## src/rtl/spw_pio_tx_bridge.sv

```systemverilog
// PIO-to-SpaceWire transmit bridge: edge-detected N-char FIFO plus a single pending time-code.
// Optional EOP/EEP transfer counter enabled by defining SPW_TX_BRIDGE_EOP_CNT_EN.
module spw_pio_tx_bridge #(
   parameter int DEPTH_LOG2 = 3,
   parameter int DW         = 9
) (
   input  logic          clk_clk,
   input  logic          reset_reset_n,
   input  logic          link_run,
   input  logic [DW-1:0] pio_data,
   input  logic          pio_data_en,
   input  logic [7:0]    pio_timec,
   input  logic          pio_timec_en,
   output logic          pio_data_ready,
   output logic          pio_timec_ready,
   output logic          core_tx_write,
   output logic [DW-1:0] core_tx_data,
   input  logic          core_tx_ready,
   output logic          core_tc_write,
   output logic [7:0]    core_tc_data,
   input  logic          core_tc_ready,
`ifdef SPW_TX_BRIDGE_EOP_CNT_EN
   output logic [15:0]   eop_count,
`endif
   output logic          overflow
);

   localparam int DEPTH = 1 << DEPTH_LOG2;
   localparam int PW    = DEPTH_LOG2 + 1;

   logic [DW-1:0] mem [DEPTH];
   logic [PW-1:0] wr_ptr, rd_ptr;
   logic          en_q, tcen_q, link_q;
   logic          tc_pend;
   logic [7:0]    tc_reg;
   logic          data_ready_q;
   logic          full, empty;
   logic          wr_ev, do_wr, tc_ev, tx_fire, tc_fire, link_fall;

   // Extra pointer MSB distinguishes full from empty when the index bits match.
   assign full      = (wr_ptr[PW-1] != rd_ptr[PW-1]) &&
                      (wr_ptr[PW-2:0] == rd_ptr[PW-2:0]);
   assign empty     = (wr_ptr == rd_ptr);
   assign wr_ev     = pio_data_en & ~en_q;
   assign do_wr     = wr_ev & ~full;
   assign tc_ev     = pio_timec_en & ~tcen_q;
   assign link_fall = link_q & ~link_run;

   assign core_tx_write   = link_run & ~empty;
   assign core_tx_data    = core_tx_write ? mem[rd_ptr[PW-2:0]] : '0;
   assign tx_fire         = core_tx_write & core_tx_ready;
   assign core_tc_write   = tc_pend & link_run;
   assign core_tc_data    = tc_reg;
   assign tc_fire         = core_tc_write & core_tc_ready;
   assign pio_timec_ready = ~tc_pend;
   assign pio_data_ready  = data_ready_q;

   always_ff @(posedge clk_clk) begin
      if (do_wr) mem[wr_ptr[PW-2:0]] <= pio_data;
   end

   always_ff @(posedge clk_clk or negedge reset_reset_n) begin
      if (!reset_reset_n) begin
         en_q         <= 1'b0;
         tcen_q       <= 1'b0;
         link_q       <= 1'b0;
         wr_ptr       <= '0;
         rd_ptr       <= '0;
         overflow     <= 1'b0;
         data_ready_q <= 1'b1;
         tc_pend      <= 1'b0;
         tc_reg       <= '0;
      end else begin
         en_q         <= pio_data_en;
         tcen_q       <= pio_timec_en;
         link_q       <= link_run;
         data_ready_q <= ~full;
         if (do_wr) wr_ptr <= wr_ptr + PW'(1);
         if (wr_ev && full) overflow <= 1'b1;
         // A flush discards everything queued before this cycle; a write landing now survives.
         if (link_fall)    rd_ptr <= wr_ptr;
         else if (tx_fire) rd_ptr <= rd_ptr + PW'(1);
         if (link_fall || tc_fire) begin
            tc_pend <= 1'b0;
         end else if (tc_ev && !tc_pend) begin
            tc_pend <= 1'b1;
            tc_reg  <= pio_timec;
         end
      end
   end

`ifdef SPW_TX_BRIDGE_EOP_CNT_EN
   always_ff @(posedge clk_clk or negedge reset_reset_n) begin
      if (!reset_reset_n)                   eop_count <= '0;
      else if (tx_fire && core_tx_data[DW-1]) eop_count <= eop_count + 16'd1;
   end
`endif

endmodule

```

## config.mk

```make
export PLATFORM = sky130hd
export DESIGN_NAME = spw_pio_tx_bridge
export DESIGN_NICKNAME = d
export VERILOG_FILES = /design/src/rtl/spw_pio_tx_bridge.sv
export SDC_FILE = /design/constraint.sdc
export NUM_CORES = 1
export LEC_CHECK = 0
export CORE_MARGIN = 2
export CORE_UTILIZATION = 57
export CTS_CLUSTER_SIZE = 30
export DETAILED_ROUTE_END_ITERATION = 8
export GPL_TIMING_DRIVEN = 1
export PLACE_DENSITY = 0.81
export SLEW_MARGIN = 20
export SYNTH_ARGS = -nofsm -noshare
export SYNTH_HDL_FRONTEND = slang
export SYNTH_SLANG_ARGS = --single-unit
```

## constraint.sdc

```tcl
create_clock -name clk_clk -period 3.7 [get_ports clk_clk]
set_input_delay 0.74 -clock clk_clk [delete_from_list [all_inputs] [get_ports clk_clk]]
set_output_delay 0.74 -clock clk_clk [all_outputs]
set_load 0.1 [all_outputs]
```

==> impl_summary.log <==
[metrics] cell with the most instances after synthesis: edfxtp_1
[metrics] first-pass GRT wire length: about 12000 um
[metrics] cell area after technology mapping: 3800 sq um
[metrics] startpoint class of the critical path: flop
[metrics] chip width: 85.7 um
[metrics] count of port buffers added during placement: 45
[metrics] final clock period utilization by the worst path: approximately 87%
[metrics] post-synthesis area per instance: 17.3 sq um
[metrics] Max Clock Skew: 10.2 ps
[metrics] slowest library cell on the worst path: dfrtp_1
[metrics] clock buffer depth: 2
[metrics] required arrival time at the worst endpoint: just under 3000 ps
[metrics] routed vias/inst: 5.78
[metrics] DP HPWL: ~4700 um
[metrics] top fanout value on the critical path: 12
[metrics] count of pins on the block boundary: 46
[metrics] num rows: 29
[metrics] most instantiated cells after synthesis: edfxtp_1, nand2_1, dfrtp_1
[metrics] Top FF cell, synth: edfxtp_1
[metrics] Top delay family on crit path: compound AO/OA/AOI/OAI gates
[metrics] post-layout minimum cycle time: between 3000 and 4000 ps
[metrics] average wire per standard cell: 20.1 um
[metrics] Cell Chain, Critical Path: xnor2_2, nand3_1, o21ai_2, a21oi_1, buf_12
[metrics] Die Outline Area: between 7000 and 8000 sq um
[metrics] total vias in the final route: roughly 2100
[metrics] ratio of total power to cell area: between 800 and 900 nW/um^2
[metrics] global route total overflow: 0
[metrics] number of slew-limit violations in the final report: 0
[metrics] Netlist cell types: 37
[metrics] clock-pin transition on the worst setup and hold timing paths: roughly 80 ps
[metrics] Pleak: approximately 1.7 nW
[metrics] yosys warns: 0
[metrics] outcome: finished clean
[metrics] hold buffer count at CTS: 0
[metrics] DRC Markers: 0
[metrics] register area share after synthesis: about 71%
[metrics] vias in the first global route: roughly 2200
[metrics] Initial DRT Pass Iterations: 4
[metrics] total CTS buffers: 9
[metrics] Area contributors post-synth: edfxtp_1, dfrtp_1, mux4_2
[metrics] unrepaired setup endpoints after global routing: no
[metrics] post_cts resized: 0
[metrics] placed instance count: 344
[metrics] non-filler cells in the finished layout: 360
[metrics] count of max-cap constraint violations: 0
[metrics] worst hold slack: 347 ps
[metrics] final hold violation count: 0
[metrics] CP bufs+invs: 1
[metrics] setup fix buffers added after clock tree synthesis: 0
[metrics] summed negative setup slack over all endpoints: 0 ps
[metrics] IR drop worst, VDD: between 0.0004 and 0.0005 V
[metrics] Core Box Area: ~6400 sq um
[metrics] number of nets in the finished design: ~300
[metrics] post-synthesis sequential element count: between 90 and 100
[metrics] DP Area: 4480 sq um
[metrics] Global Route Usage Sum: 22.0%
[metrics] Post-DRT Antenna Nets: 0
[metrics] Area Overhead vs Synth: 22.9%
[metrics] largest area contributor in the netlist: edfxtp_1
[metrics] number of diodes added for antenna fixing: 0
[metrics] share of flip-flops with an asynchronous set or reset: a little under a quarter
[metrics] Fmax: 312 MHz
[metrics] count of H-tree levels built during CTS: 3
[metrics] capturing element type of the critical path: primary output
[metrics] initial standard-cell utilization of the core: between 50% and 60%
[metrics] wire length after detailed routing: around 7200 um
[metrics] path class of the lowest-slack min-delay path: in2async
[metrics] number of clock sinks: 94
[metrics] largest net degree at the start of global routing: 23
[metrics] final setup violating endpoints: 0
[metrics] number of enable-type register cells in the synthesized netlist: 72
[metrics] peak per-stage delay on the critical path: just over 600 ps
[metrics] Least-Margin Pin Slew: 996 ps
[metrics] initial antenna violation count: 0
[metrics] Worst-Skew Late Latency: approximately 350 ps
[metrics] Chip Height: roughly 86 um
[metrics] initial detailed-routing violation count: approximately 230
[metrics] CTS tree: built
[metrics] final-layout fill cell count: 392
[metrics] fraction of layout cells with a size suffix above 1: a little over a fifth
[metrics] CP Data Arrival Time: ~2500 ps
[metrics] Clock Tree Root: clkbuf_8
[metrics] cell area after layout: roughly 4700 sq um
[metrics] area fraction of the dominant cell type after synthesis: 56.9%
[metrics] synthesized instance count: between 200 and 250
[metrics] nets in the synthesized netlist: approximately 250
[metrics] worst max-slew margin expressed relative to the limit: about a third
[metrics] critical path start-end classification: reg2out
[metrics] routability cong.: approximately 0.79
==> worst reg2reg max path, cell delays in order (launching register included) <==
cell and delay [ps]:
dfrtp_1 730, xnor2_2 200, a41oi_2 390, nand2b_1 170, nor2_1 450, buf_4 270
==> cell usage in the layout, fill, tap and decap left out, drive strengths merged, types with 2 or more instances in the layout <==
master	netlist	routed
ha	2	2
a21o	2	2
mux4	18	18
xor2	2	2
clkbuf	3	12
nor2	8	8
a21oi	10	10
clkinv	0	3
xnor2	6	6
clkdlybuf4s50	0	33
a41oi	2	2
o21ai	3	3
nand3	3	3
nand2	23	23
mux2	9	9
nand2b	5	5
dfrtp	21	21
inv	5	5
edfxtp	72	72
buf	7	24
nor3	5	5
nor2b	2	2
==> stage by stage <==
| stage | power (mW) | setup WS, ps | util [%] |
|---|---|---|---|
| after floorplan | 2.72 | 429 | - |
| after global placement | 3.21 | 864 | 70.2 |
| after detailed placement | 3.23 | 823 | 70.2 |
| after CTS | 3.89 | 446 | 73.2 |
| after global routing | 4.03 | 320 | 73.1 |
| final | 3.86 | 499 | 73.1 |
==> kinds of logic after synthesis <==
logic type / Yosys count / share of synthesized area (%)
flops: 94 / 71.4
simple gates: 51 / 6.12
mux: 27 / 13.3
compound gates: 23 / 4.38
buf+inv: 15 / 1.88
xor+xnor: 8 / 2.24
fa+ha+maj: 2 / 0.658
==> area by class of cell <==
class                   instances  area [sq um]  share of cell area (%)
flip-flops and latches         94          2710                    58.1
multi-input cells             111          1020                    21.8
repair buffers                 57           633                    13.6
clock buffers                  12           145                    3.11
well taps                      77          96.3                    2.06
clock inverters                 4          47.5                    1.02
inverters                       5          18.8                   0.402
==> layer usage <==
metal | track usage [%] | wire length, um | vias up
met4 | 10.7 | 81 | 0
li1 | - | - | 957
met3 | 4.43 | 498 | 7
met2 | 34.2 | 3710 | 85
met1 | 30.2 | 2960 | 1032
met5 | 0 | 0 | -
==> sequential cells by signal, summed over array words and instances, names as in the netlist <==
register	cells
mem	72
core_tc_data	8
rd_ptr	4
wr_ptr	4
en_q	1
link_q	1
overflow	1
pio_data_ready	1
tc_pend	1
tcen_q	1
==> path summary, 6_finish.rpt <==
| kind | cells past startpoint | start | slack (ps) | end |
|---|---|---|---|---|
| setup / recovery | 5 | rd_ptr[2] | 500 | core_tx_data[6] |
| hold / removal | 1 | reset_reset_n | 350 | core_tc_data[7] |
| setup reg to reg | 5 | rd_ptr[2] | 1210 | mem[5][5] |
| hold reg to reg | 1 | overflow | 490 | overflow |
| max in group asynchronous | 1 | reset_reset_n | 3000 | pio_data_ready |
| min in group clk_clk | 1 | overflow | 490 | overflow |
==> where the power goes <==
group	internal [mW]	leakage (nW)	total, mW	switching, mW
clock network	0.329	0.0980	0.655	0.326
registers	1.29	0.909	1.42	0.137
logic	0.642	0.662	1.78	1.14
(Power assumes the default switching activity.)
